$ cat src/rtl/pbit_sweep_scheduler.sv
//------------------------------------------------------------------------------
// Module   : pbit_sweep_scheduler
// Purpose  : Sequencer for the p-bit array. It walks a one-hot update enable
//            across the P+1 p-bits in index order. Each enable slot is
//            followed by a settle gap. After every full sweep it snapshots
//            pbit_val_i into a sample register, which has a valid/ready
//            handshake. It runs a requested number of sample-producing sweeps.
// Revision : 1.0 - initial release
//
// Optional feature macro: PBIT_SCHED_BURNIN_EN
//   When defined, each run first executes BURNIN warm-up sweeps. These sweeps
//   produce no sample, do not count and never stall.
//
// Ports
//   CLK            in   clock, all state on rising edge
//   RST            in   synchronous active-high reset
//   start_i        in   begin a run (sampled only while idle)
//   stop_i         in   abort the run (any non-idle state)
//   num_sweeps_i   in   sample-producing sweeps to run, latched on start
//   pbit_val_i     in   current p-bit outputs
//   en_o           out  registered one-hot (or zero) update enables
//   busy_o         out  high whenever not idle
//   sample_o       out  pbit_val_i snapshot taken at end of sweep
//   sample_valid_o out  sample_o holds unconsumed data
//   sample_ready_i in   consumer accepts sample on valid && ready
//   sweep_cnt_o    out  sample-producing sweeps completed in this run
//   done_o         out  one-cycle pulse at normal run completion
//------------------------------------------------------------------------------
`default_nettype none

module pbit_sweep_scheduler #(
   parameter int P          = 4,
   parameter int EN_CYCLES  = 1,
   parameter int GAP_CYCLES = 2,
   parameter int SWEEP_W    = 16
`ifdef PBIT_SCHED_BURNIN_EN
   ,
   parameter int BURNIN     = 8
`endif
) (
   input  logic               CLK,
   input  logic               RST,
   input  logic               start_i,
   input  logic               stop_i,
   input  logic [SWEEP_W-1:0] num_sweeps_i,
   input  logic [P:0]         pbit_val_i,
   output logic [P:0]         en_o,
   output logic               busy_o,
   output logic [P:0]         sample_o,
   output logic               sample_valid_o,
   input  logic               sample_ready_i,
   output logic [SWEEP_W-1:0] sweep_cnt_o,
   output logic               done_o
);

   localparam int IW   = (P > 0) ? $clog2(P + 1) : 1;
   localparam int CMAX = (EN_CYCLES > GAP_CYCLES) ? EN_CYCLES : GAP_CYCLES;
   localparam int CW   = (CMAX > 1) ? $clog2(CMAX) : 1;

   localparam logic [CW-1:0] EN_LAST  = CW'(EN_CYCLES - 1);
   localparam logic [CW-1:0] GAP_LAST = CW'((GAP_CYCLES > 0) ? GAP_CYCLES - 1 : 0);
   localparam logic [IW-1:0] IDX_LAST = IW'(P);
   localparam logic [P:0]    EN_ONE   = {{P{1'b0}}, 1'b1};

   typedef enum logic [1:0] {
      S_IDLE   = 2'd0,
      S_ENABLE = 2'd1,
      S_GAP    = 2'd2,
      S_STALL  = 2'd3
   } state_t;

   state_t             state_q,  state_d;
   logic [IW-1:0]      idx_q,    idx_d;
   logic [CW-1:0]      cnt_q,    cnt_d;
   logic [SWEEP_W-1:0] num_q,    num_d;
   logic [SWEEP_W-1:0] swc_q,    swc_d;
   logic [P:0]         sample_q, sample_d;
   logic               valid_q,  valid_d;
   logic               done_q,   done_d;
   logic [P:0]         en_q,     en_d;

   logic               slot_end;
   logic               sweep_end;
   logic               in_burnin;
   logic [SWEEP_W-1:0] swc_inc;

   assign swc_inc = swc_q + SWEEP_W'(1);

`ifdef PBIT_SCHED_BURNIN_EN
   localparam int BW = (BURNIN > 0) ? $clog2(BURNIN + 1) : 1;

   logic [BW-1:0] burn_q, burn_d;

   assign in_burnin = (burn_q < BW'(BURNIN));

   always_ff @(posedge CLK) begin
      if (RST) begin
         burn_q <= '0;
      end else begin
         burn_q <= burn_d;
      end
   end
`else
   assign in_burnin = 1'b0;
`endif

   //---------------------------------------------------------------------------
   // State register
   //---------------------------------------------------------------------------
   always_ff @(posedge CLK) begin
      if (RST) begin
         state_q  <= S_IDLE;
         idx_q    <= '0;
         cnt_q    <= '0;
         num_q    <= '0;
         swc_q    <= '0;
         sample_q <= '0;
         valid_q  <= 1'b0;
         done_q   <= 1'b0;
         en_q     <= '0;
      end else begin
         state_q  <= state_d;
         idx_q    <= idx_d;
         cnt_q    <= cnt_d;
         num_q    <= num_d;
         swc_q    <= swc_d;
         sample_q <= sample_d;
         valid_q  <= valid_d;
         done_q   <= done_d;
         en_q     <= en_d;
      end
   end

   //---------------------------------------------------------------------------
   // Next-state logic
   //---------------------------------------------------------------------------
   always_comb begin
      state_d   = state_q;
      idx_d     = idx_q;
      cnt_d     = cnt_q;
      num_d     = num_q;
      swc_d     = swc_q;
      sample_d  = sample_q;
      valid_d   = valid_q;
      done_d    = 1'b0;
      slot_end  = 1'b0;
      sweep_end = 1'b0;
`ifdef PBIT_SCHED_BURNIN_EN
      burn_d    = burn_q;
`endif

      // Consumer handshake. A capture on the same edge overrides this below.
      if (valid_q && sample_ready_i) begin
         valid_d = 1'b0;
      end

      if ((state_q != S_IDLE) && stop_i) begin
         // Abort wins over everything. The sample data and the count are kept.
         state_d = S_IDLE;
         cnt_d   = '0;
      end else begin
         unique case (state_q)
            S_IDLE: begin
               if (start_i) begin
                  num_d = num_sweeps_i;
                  swc_d = '0;
                  idx_d = '0;
                  cnt_d = '0;
`ifdef PBIT_SCHED_BURNIN_EN
                  burn_d = '0;
`endif
                  if (num_sweeps_i == '0) begin
                     done_d = 1'b1;
                  end else begin
                     state_d = S_ENABLE;
                  end
               end
            end
            S_ENABLE: begin
               if (cnt_q == EN_LAST) begin
                  cnt_d = '0;
                  if (GAP_CYCLES == 0) begin
                     slot_end = 1'b1;
                  end else begin
                     state_d = S_GAP;
                  end
               end else begin
                  cnt_d = cnt_q + CW'(1);
               end
            end
            S_GAP: begin
               if (cnt_q == GAP_LAST) begin
                  cnt_d    = '0;
                  slot_end = 1'b1;
               end else begin
                  cnt_d = cnt_q + CW'(1);
               end
            end
            S_STALL: begin
               sweep_end = sample_ready_i;
            end
            default: begin
               state_d = S_IDLE;
            end
         endcase

         if (slot_end) begin
            if (idx_q != IDX_LAST) begin
               idx_d   = idx_q + IW'(1);
               state_d = S_ENABLE;
            end else begin
               sweep_end = 1'b1;
            end
         end

         if (sweep_end) begin
            if (in_burnin) begin
`ifdef PBIT_SCHED_BURNIN_EN
               burn_d  = burn_q + BW'(1);
`endif
               idx_d   = '0;
               state_d = S_ENABLE;
            end else if (valid_q && !sample_ready_i) begin
               // The previous sample is still unconsumed. Hold off the capture.
               state_d = S_STALL;
            end else begin
               sample_d = pbit_val_i;
               valid_d  = 1'b1;
               swc_d    = swc_inc;
               idx_d    = '0;
               if (swc_inc == num_q) begin
                  done_d  = 1'b1;
                  state_d = S_IDLE;
               end else begin
                  state_d = S_ENABLE;
               end
            end
         end
      end

      // The enables are registered from the next state, so that they line up
      // with the state they belong to.
      en_d = (state_d == S_ENABLE) ? (EN_ONE << idx_d) : '0;
   end

   assign en_o           = en_q;
   assign busy_o         = (state_q != S_IDLE);
   assign sample_o       = sample_q;
   assign sample_valid_o = valid_q;
   assign sweep_cnt_o    = swc_q;
   assign done_o         = done_q;

endmodule

`default_nettype wire

$ cat config.mk
export PLATFORM = sky130hd
export DESIGN_NAME = pbit_sweep_scheduler
export DESIGN_NICKNAME = d
export VERILOG_FILES = /design/src/rtl/pbit_sweep_scheduler.sv
export SDC_FILE = /design/constraint.sdc
export NUM_CORES = 1
export LEC_CHECK = 0
export ABC_AREA = 1
export CAP_MARGIN = 20
export CORE_ASPECT_RATIO = 0.8
export CORE_MARGIN = 3
export CORE_UTILIZATION = 30
export CTS_CLUSTER_DIAMETER = 120
export DETAILED_ROUTE_END_ITERATION = 10
export DONT_BUFFER_PORTS = 1
export GPL_TIMING_DRIVEN = 0
export REMOVE_ABC_BUFFERS = 1
export SYNTH_ARGS = -nofsm -noshare
export SYNTH_HDL_FRONTEND = slang
export SYNTH_SLANG_ARGS = --single-unit
$ cat constraint.sdc
create_clock -name CLK -period 3.2 [get_ports CLK]
set_clock_uncertainty 0.05 [all_clocks]
set_input_delay 0.64 -clock CLK [delete_from_list [all_inputs] [get_ports CLK]]
set_output_delay 0.64 -clock CLK [all_outputs]
set_load 0.01 [all_outputs]
Word level (Yosys, flattened, before mapping)
Index checks and enable logic that the tools add are counted.
Widths: inputs -> output; s select.
{ "word_totals": {"out_inout_bits": 29, "inputBits": 26, "elab_cells": 78, "reg_bits": 50} }
{ "classes": {"n_reduce_logical": 13, "n_mux": 42, "eq_ne": 7, "shifts": 1, "add_sub_neg": 3, "n_bitwise": 3} }
{ "op_table": {"columns": ["cell", "n"], "rows": [
  ["$mux 16", 4],
  ["$mux 1", 21],
  ["$mux 3", 7],
  ["$add 16x1->16 const B", 1],
  ["$eq 16x16->1", 1],
  ["$logic_not 16->1", 1],
  ["$mux 2", 8],
  ["$reduce_and 3->1", 2],
  ["$shl 1x3->5 const A", 1],
  ["$eq 2x1->1 const B", 2],
  ["$eq 2x2->1 const B", 2],
  ["$pmux 2 s2", 1],
  ["$reduce_or 2->1", 2],
  ["$add 3x1->3 const B", 1],
  ["$logic_and 1x1->1", 3],
  ["$ne 3x3->1 const B", 1],
  ["$not 1->1", 3],
  ["$pmux 1 s3", 1],
  ["$reduce_bool 3->1", 1],
  ["$logic_not 2->1", 1],
  ["$ne 2x2->1 const B", 1],
  ["$reduce_and 2->1", 1],
  ["$reduce_bool 2->1", 1],
  ["$add 1x1->1 const B", 1],
  ["$logic_not 1->1", 1]
]} }

Logic depth before layout (Yosys ltp)
Gate-level depths: netlist of the first run.
{ "depth": {"ltp_word": 11, "ltp_mapped": 14, "mapped_depth_nobuf": 14} }

Least setup slack after synthesis of the first run
OpenSTA, ideal clock, no wires.
{ "synth_timing": {"kind": "register to register", "start": "register swc_q[0], in the netlist sweep_cnt_o[0]", "end": "register state_q[0]", "required_ns": 3.035, "setup_ns": 0.115, "synth_period_minus_slack_ns": 1.885, "stages_incl_launch_ff": 12, "path_buffers": 0, "arrival_time_ns": 1.720, "slack_ns": 1.315, "path_cell_list": "dfxtp_1 -> ha_1 -> nand3_1 -> nor2_4 -> nand3_1 -> nand2_1 -> nand3_1 -> nand2_1 -> nand3_1 -> nor2_2 -> nand2_4 -> and2_1"} }
{ "synth_via": {"elab_chain_cells": 6} }
{ "synth_rtl": {"columns": ["element", "line_no", "rtl"], "rows": [
  ["start: declaration", "76", "logic [SWEEP_W-1:0] swc_q, swc_d;"],
  ["start signal: assignment", "126", "swc_q <= swc_d;"],
  ["$add 16x1->16", "87", "assign swc_inc = swc_q + SWEEP_W'(1);"],
  ["$eq 16x16->1", "231", "if (swc_inc == num_q) begin"],
  ["$mux 1", "231", null],
  ["$mux 2", "223", "end else if (valid_q && !sample_ready_i) begin"],
  ["$mux 2", "216", "if (sweep_end) begin"],
  ["$mux 2", "157", "if ((state_q != S_IDLE) && stop_i) begin"],
  ["end signal: assignment", "122", "state_q <= state_d;"],
  ["end: declaration", "72", "state_t state_q, state_d;"]
]} }
Every way passes these cells.
A chain may end at the register's enable or synchronous reset.

Worst setup path after layout of the first run
{ "layout_timing": {"start": "register swc_q[0], in the netlist sweep_cnt_o[0]", "end": "register en_q[3], in the netlist en_o[3]"} }
{ "layout_via": {"elab_chain_cells": 9} }
{ "layout_rtl": {"columns": ["element", "line_no", "rtl"], "rows": [
  ["$add 16x1->16", "87", null],
  ["$eq 16x16->1", "231", null],
  ["$mux 1", "231", null],
  ["$mux 2", "223", null],
  ["$mux 2", "216", null],
  ["$mux 2", "157", null],
  ["$eq 2x1->1", "243", "en_d = (state_d == S_ENABLE) ? (EN_ONE << idx_d) : '0;"],
  ["$not 1->1 (no source line)", null, null],
  ["$reduce_or 2->1 (no source line)", null, null],
  ["end signal: assignment", "130", "en_q <= en_d;"],
  ["end: declaration", "80", "logic [P:0] en_q, en_d;"]
]} }
Every way passes these cells.

==> key figures, run 1 <==
Run status
  • Status: completed

Placed design
  • # port buffers: 0
  • Setup WS pre-CTS: 0.8786 ns
  • Area post-placement: 2818 um^2
  • Post-DP HPWL: 5379 um
  • Final Wtd Congestion: 0.8560

Critical path
  • RR Endpoint: en_o[3]
  • R2r setup slk: 0.96 ns
  • CP max FO: 7
  • Worst Reg-to-Reg Cells: 14
  • RR Startpoint: sweep_cnt_o[0]
  • CP cell instances: ha_1 > nand2_1 > nor2_2 > nand2_1 > nand2_1 > nand3_1 > nand2_1 > nand2_1 > nor2_1 > nand2_1 > nor2_2 > nand2_4 > nand4_4 > nor3_1
  • Slowest stage delay, CP: 0.53 ns
  • Slowest-stage cell, CP: dfxtp_1
  • Critical path's most frequent cell: nand2_1
  • CP required: 3.33 ns
  • Crit path DAT: 2.38 ns
  • Crit path buffers/inverters: 0
  • CP Capture Type: flip-flop
  • CP delay by family, top: simple AND/OR/NAND/NOR gates
  • CP startpoint kind: flip-flop
  • Crit path kind: reg -> reg

Synth
  • Mapped Avg Cell Area: 6.620 um^2
  • Synth area leader: dfxtp_1
  • Most frequent cell after synthesis: nand2_1
  • Synth cell count leaders: nand2_1 (101), nor2_1 (60), dfxtp_1 (50)
  • Dominant synthesized flop cell: dfxtp_1
  • Synth cell types: 31
  • Synth top area share: 36.70%
  • Register bit count reported by yosys: 50
  • Async SR Flop Fraction: 0%
  • Sequential-to-total area share from yosys stat: 36.70%
  • Cell Area, Synth: 2728 um^2
  • Synth area leaders: dfxtp_1 (37%), nand2_1 (14%), nor2_1 (8.3%)
  • Ys Warns: 0
  • Post-synth EDFFs: 0
  • Syn Inst Count: 412

STA
  • F_max: 446.1 MHz
  • Final worst setup slack: 0.9585 ns
  • Fin crit period: 2.241 ns
  • Max_slew headroom: 50.80%
  • RSZ-0062 raised after global routing: false
  • Fin. Hold Viols: 0
  • Final setup TNS: 0 ns
  • Final-report max-slew violation count: 0
  • Measured slew at the worst slew-check pin: 0.7372 ns
  • Final setup vio count: 0
  • Tcrit/Tclk final: 70.05%

Clock network
  • CTS tree: yes
  • # hold bufs at CTS: 0
  • Later-pin clock latency in the skew report: 0.29 ns
  • Clock-pin slew on the worst setup and hold paths: 0.07 ns
  • CTS Buffer Depth: 2
  • Htree depth: 2
  • Num CTS Buffers: 5
  • Clk Tree Root Cell: clkbuf_16
  • Number of setup buffers added after CTS: 0
  • Clk sinks: 50
  • Post-cts sizing count: 0

Global routing
  • First-pass GRT wire length: 12090 um
  • Initial antenna violation count: 0
  • Vias in the first global route: 2545
  • Pin count of the biggest net entering global routing: 28
  • Gr usage total: 14.61%
  • Grt ovf: 0

Run
  • MaxCap Viol Count: 0

Floorplanning
  • Core area: 8671 um^2
  • Ports: 55
  • Die H: 91.29 um
  • Die area: 10280 um^2
  • Cell row count: 30
  • Die X: 112.6 um
  • Starting Density: 31.46%

Final layout
  • Final nets: 437
  • Antenna cells: 0
  • Design area: 2974 um^2
  • Layout cells sized above 1: 8.068%
  • Area delta synth->final: 9.037%
  • Finished Core Util: 34.30%

Drt
  • ANT nets after route: 0
  • DRT Wirelength: 7161 um
  • Initial DRT Pass Iterations: 4
  • DRC: 0
  • Via-to-Cell Ratio: 4.925
  • Wirelength per Cell: 13.74 um
  • DRT iter0 DRCs: 142
  • Via count: 2566

Power
  • Psw: 0.0004547 W
  • Max IR drop VDD: 0.3657 mV
  • Power per cell area: 511.0 nW/um^2
  • Leak: 1.138 nW
  • Combinational share of power: 16.5%
  • Sequential Power Share: 46.6%
  • PnR Total Power: 0.001520 W
  • P_int: 0.001065 W
  • Clock power share: 37.0%
  • Switching Share: 29.92%

Min path
  • Hold path start: RST
  • Hold EP: sweep_cnt_o[1]
  • Hold depth: 1
  • Hold WC Path Type: in -> reg
==> worst max path at each step <==
stage / start / to / slack, ns / depth (start not counted)
6_report: sweep_cnt_o[0] / en_o[3] / 0.96 / 14
5_1_grt: state_q[1] / sweep_cnt_o[0] / 0.67 / 6
4_1_cts: idx_q[0] / en_o[4] / 0.92 / 11
3_5_place_dp: start_i / sweep_cnt_o[0] / 0.88 / 5
3_3_place_gp: start_i / sweep_cnt_o[0] / 0.89 / 5
2_1_floorplan: sweep_cnt_o[0] / state_q[0] / 1.31 / 11
==> kinds of logic after synthesis <==
group                    after synthesis  synth area share (%)
adder cells (fa/ha/maj)                3                 1.376
buffers and inverters                 50                 7.202
XOR/XNOR                               3                0.9635
flip-flops                            50                 36.70
AND/OR/NAND/NOR                      244                 41.28
AO/OA/AOI/OAI                         62                 12.48
==> registers in the layout (all words and copies together), names as in the netlist <==
name,flops
num_q,16
sweep_cnt_o,16
en_o,5
sample_o,5
idx_q,3
state_q,2
cnt_q,1
done_o,1
sample_valid_o,1
==> worst reg2reg max path, cell delays in order, from the launching register on <==
cell	delay [ns]
dfxtp_1	0.53
ha_1	0.28
nand2_1	0.13
nor2_2	0.21
nand2_1	0.11
nand2_1	0.09
nand3_1	0.07
nand2_1	0.06
nand2_1	0.05
nor2_1	0.09
nand2_1	0.08
nor2_2	0.15
nand2_4	0.10
nand4_4	0.09
nor3_1	0.05
==> per-layer routing <==
layer | vias to the layer above | GRT usage (%) | wire length [um]
met2 | 72 | 22.78 | 2975
met1 | 1140 | 19.31 | 3388
met4 | 0 | 3.704 | 89
met3 | 11 | 5.063 | 707
li1 | 1343 | - | -
met5 | - | 0 | 0
==> cell type report <==
| class | count | area [um^2] |
|---|---|---|
| Multi-Input combinational cell | 312 | 1530 |
| Clock buffer | 6 | 138.9 |
| Inverter | 39 | 146.4 |
| Fill cell | 946 | 5697 |
| Clock inverter | 2 | 17.52 |
| Tap cell | 112 | 140.1 |
| Sequential cell | 50 | 1001 |
==> power groups by stage <==
stage                     Combinational, W  Clock [W]  Sequential [W]
after floorplan                   0.000198          0        0.000712
final                             0.000250   0.000562        0.000707
after global routing              0.000296   0.000601        0.000715
after global placement            0.000249          0        0.000721
after detailed placement          0.000254          0        0.000722
after CTS                         0.000255   0.000575        0.000708
==> metrics by stage <==
stage	std cells	hold WS, ns
after floorplan	401	0.3961
after global placement	513	0.4155
after detailed placement	513	0.4192
after CTS	521	0.3557
after global routing	521	0.3557
final	521	0.3621
==> cell usage in the layout (no fill, tap or decap) <==
cell	Yosys	final
nand4_4	1	1
o21ai_0	29	29
inv_2	5	5
nand4_1	13	13
xnor2_1	2	2
clkinv_4	0	2
nor2_1	60	60
and2_1	1	1
xor2_1	1	1
dfxtp_1	50	50
or2_2	1	1
o21bai_2	1	1
o21a_1	1	1
inv_1	34	34
nand2_2	3	3
clkbuf_8	0	1
nand2_1	101	101
nand3b_1	7	7
nor2_2	6	6
nor2_4	4	4
ha_1	3	3
nand3_2	1	1
nand3_1	41	41
clkbuf_16	0	5
nor3_1	3	3
a22oi_4	1	1
o21bai_1	1	1
nand2_4	2	2
a21oi_1	28	28
o31ai_1	1	1
Note: power is estimated with default switching activity, not from simulation.
==> run 2: changes to the inputs <==
Clock period 3.2 ns to 2 ns, I/O delays scaled along.
==> run 2 against run 1 <==
  * Sequential power rose by 60%
  * Via count rose by 5.1%
  * Maximum frequency rose by 20%
  * Register-to-register slack got worse by 0.82 ns
  * Hold slack got worse by 0.25 ns
  * Highest routed layer unchanged
==> key figures, run 2 (synthesis results as in run 1) <==
Run status
  • Status: completed (unchanged)

Final layout
  • Finished Core Util: 36.68% (was 34.30%)
  • Antenna cells: 0 (unchanged)
  • Layout cells sized above 1: 16.43% (was 8.068%)
  • Final nets: 448 (was 437)
  • Area delta synth->final: 16.61% (was 9.037%)
  • Fill count: 931 (was 946)
  • Multi-input logic area: 1645 um^2 (was 1530 um^2)
  • Most frequent cells in the layout: nand2_1 (97), nor2_1 (56), nand3_1 (38), dfxtp_1 (37), inv_1 (34) (was nand2_1 (101), nor2_1 (60), dfxtp_1 (50), nand3_1 (41), inv_1 (34))
  • Most common cell after layout, fill and taps aside: nand2_1 (unchanged)
  • Storage cell area: 1027 um^2 (was 1001 um^2)

Critical path
  • CP Capture Type: flip-flop (unchanged)
  • CP startpoint kind: flip-flop (unchanged)
  • CP max FO: 4 (was 7)
  • R2r setup slk: 0.14 ns (was 0.96 ns)
  • Crit path kind: reg -> reg (unchanged)
  • Crit path DAT: 1.99 ns (was 2.38 ns)
  • CP required: 2.13 ns (was 3.33 ns)

Power
  • Switching Share: 30.70% (was 29.92%)
  • Leak: 1.223 nW (was 1.138 nW)
  • Max IR drop VDD: 0.5816 mV (was 0.3657 mV)
  • Clock power share: 35.7% (was 37.0%)
  • Power per cell area: 789.0 nW/um^2 (was 511.0 nW/um^2)
  • Combinational share of power: 19.1% (was 16.5%)
  • PnR Total Power: 0.002509 W (was 0.001520 W)
  • Sequential Power Share: 45.2% (was 46.6%)
  • Psw: 0.0007704 W (was 0.0004547 W)
  • P_int: 0.001739 W (was 0.001065 W)

Placed design
  • Post-DP HPWL: 5379 um (unchanged)
  • # port buffers: 0 (unchanged)
  • Final Wtd Congestion: 0.8560 (unchanged)
  • Setup WS pre-CTS: -0.2656 ns (was 0.8786 ns)

Global routing
  • Gr usage total: 14.85% (was 14.61%)
  • Pin count of the biggest net entering global routing: 28 (unchanged)
  • First-pass GRT wire length: 12250 um (was 12090 um)
  • Vias in the first global route: 2556 (was 2545)
  • Initial antenna violation count: 0 (unchanged)
  • Grt ovf: 0 (unchanged)

STA
  • Fin crit period: 1.863 ns (was 2.241 ns)
  • Measured slew at the worst slew-check pin: 0.5940 ns (was 0.7372 ns)
  • F_max: 536.7 MHz (was 446.1 MHz)
  • Max_slew headroom: 60.35% (was 50.80%)
  • RSZ-0062 raised after global routing: true (was false)
  • Fin. Hold Viols: 0 (unchanged)
  • Final-report max-slew violation count: 0 (unchanged)
  • Final worst setup slack: 0.1369 ns (was 0.9585 ns)
  • Tcrit/Tclk final: 93.16% (was 70.05%)
  • Final setup vio count: 0 (unchanged)

Floorplanning
  • Die X: 112.6 um (unchanged)
  • Die area: 10280 um^2 (unchanged)
  • Die H: 91.29 um (unchanged)
  • Cell row count: 30 (unchanged)
  • Ports: 55 (unchanged)
  • Starting Density: 31.46% (unchanged)
  • Core area: 8671 um^2 (unchanged)

Clock network
  • Num CTS Buffers: 5 (unchanged)
  • Clk Tree Root Cell: clkbuf_16 (unchanged)
  • CTS Buffer Depth: 2 (unchanged)
  • Clock-pin slew on the worst setup and hold paths: 0.07 ns (about the same)
  • CTS tree: yes (unchanged)
  • Htree depth: 2 (unchanged)
  • Later-pin clock latency in the skew report: 0.29 ns (about the same)
  • Clk sinks: 50 (unchanged)

Drt
  • Via-to-Cell Ratio: 5.070 (was 4.925)
  • DRC: 0 (unchanged)
  • ANT nets after route: 0 (unchanged)
  • Via count: 2697 (was 2566)
  • DRT Wirelength: 7901 um (was 7161 um)
  • Wirelength per Cell: 14.85 um (was 13.74 um)
  • DRT iter0 DRCs: 182 (was 142)
  • Initial DRT Pass Iterations: 4 (unchanged)

Min path
  • Hold WC Path Type: in -> reg (unchanged)

Run
  • MaxCap Viol Count: 0 (unchanged)
## run 2: changes by cell type in the layout (fill, tap and decap cells not counted), moves of 2 or more
cell,change
nand2_2,+3
nor2_2,+2
nand3_1,-3
nor2_4,+5
nor2_1,-4
dfxtp_2,+9
nand3_2,+2
dfxtp_4,+4
nand2_1,-4
nand2_4,+2
dfxtp_1,-13
buf_4,+5
## run 2: stage by stage
step	instances	hold slack, ns	setup TNS (ns)	cell area (um^2)
after floorplan	401	0.3961	0	2678
after global placement	513	0.4155	-4.269	2818
after detailed placement	513	0.4192	-4.715	2818
after CTS	524	0.1083	0	3037
after global routing	532	0.1071	-0.1983	3181
final	532	0.1152	0	3181
## run 2: power groups by stage
stage	registers (W)	clock network (W)	logic (W)
after detailed placement	0.00116	0	0.000406
after floorplan	0.00114	0	0.000317
final	0.00113	0.000897	0.000480
after global placement	0.00115	0	0.000399
after CTS	0.00113	0.000920	0.000428
after global routing	0.00114	0.000961	0.000553
## run 2: path summary, 6_finish.rpt
check,from,end,cells past startpoint
setup / recovery,idx_q[0],sweep_cnt_o[0],12
hold / removal,RST,sweep_cnt_o[5],1
setup reg to reg,idx_q[0],sweep_cnt_o[0],12
hold reg to reg,num_q[3],num_q[3],2
## run 2: timing repair
item	CTS	global route
buffers inserted	2	5
resized for setup	14	27
hold buffers	0	0
setup endpoints to repair	29	28
pin swaps	2	9
hold endpoints to repair	0	0
cloned	1	3
## run 2: worst max-delay path, stage by stage, from the launching register on
cell     delay [ns]
dfxtp_1        0.32
inv_1          0.08
ha_1           0.15
nand2_1        0.06
o21a_1         0.21
nor2_2         0.12
inv_2          0.09
nor2_4         0.15
buf_4          0.15
nor2_4         0.04
buf_4          0.14
o21ai_0        0.14
a21oi_1        0.05
## run 2: layout make-up
type	instances	share of cell area [%]
Timing Repair Buffer	7	1.967
Clock buffer	6	4.367
Tap cell	112	4.406
Multi-Input combinational cell	316	51.73
Inverter	39	4.681
Sequential cell	50	32.30
Clock inverter	2	0.5507
## run 2: layer usage
metal  track usage, %  share of wire [%]  vias to the layer above  wire, um
li1                 -                  -                     1371         -
met1            19.72                 46                     1224      3614
met2            23.42                 43                       90      3375
met3            5.063                 10                       12       789
met4            3.103                1.5                        0       122
met5                0                  0                        -         0
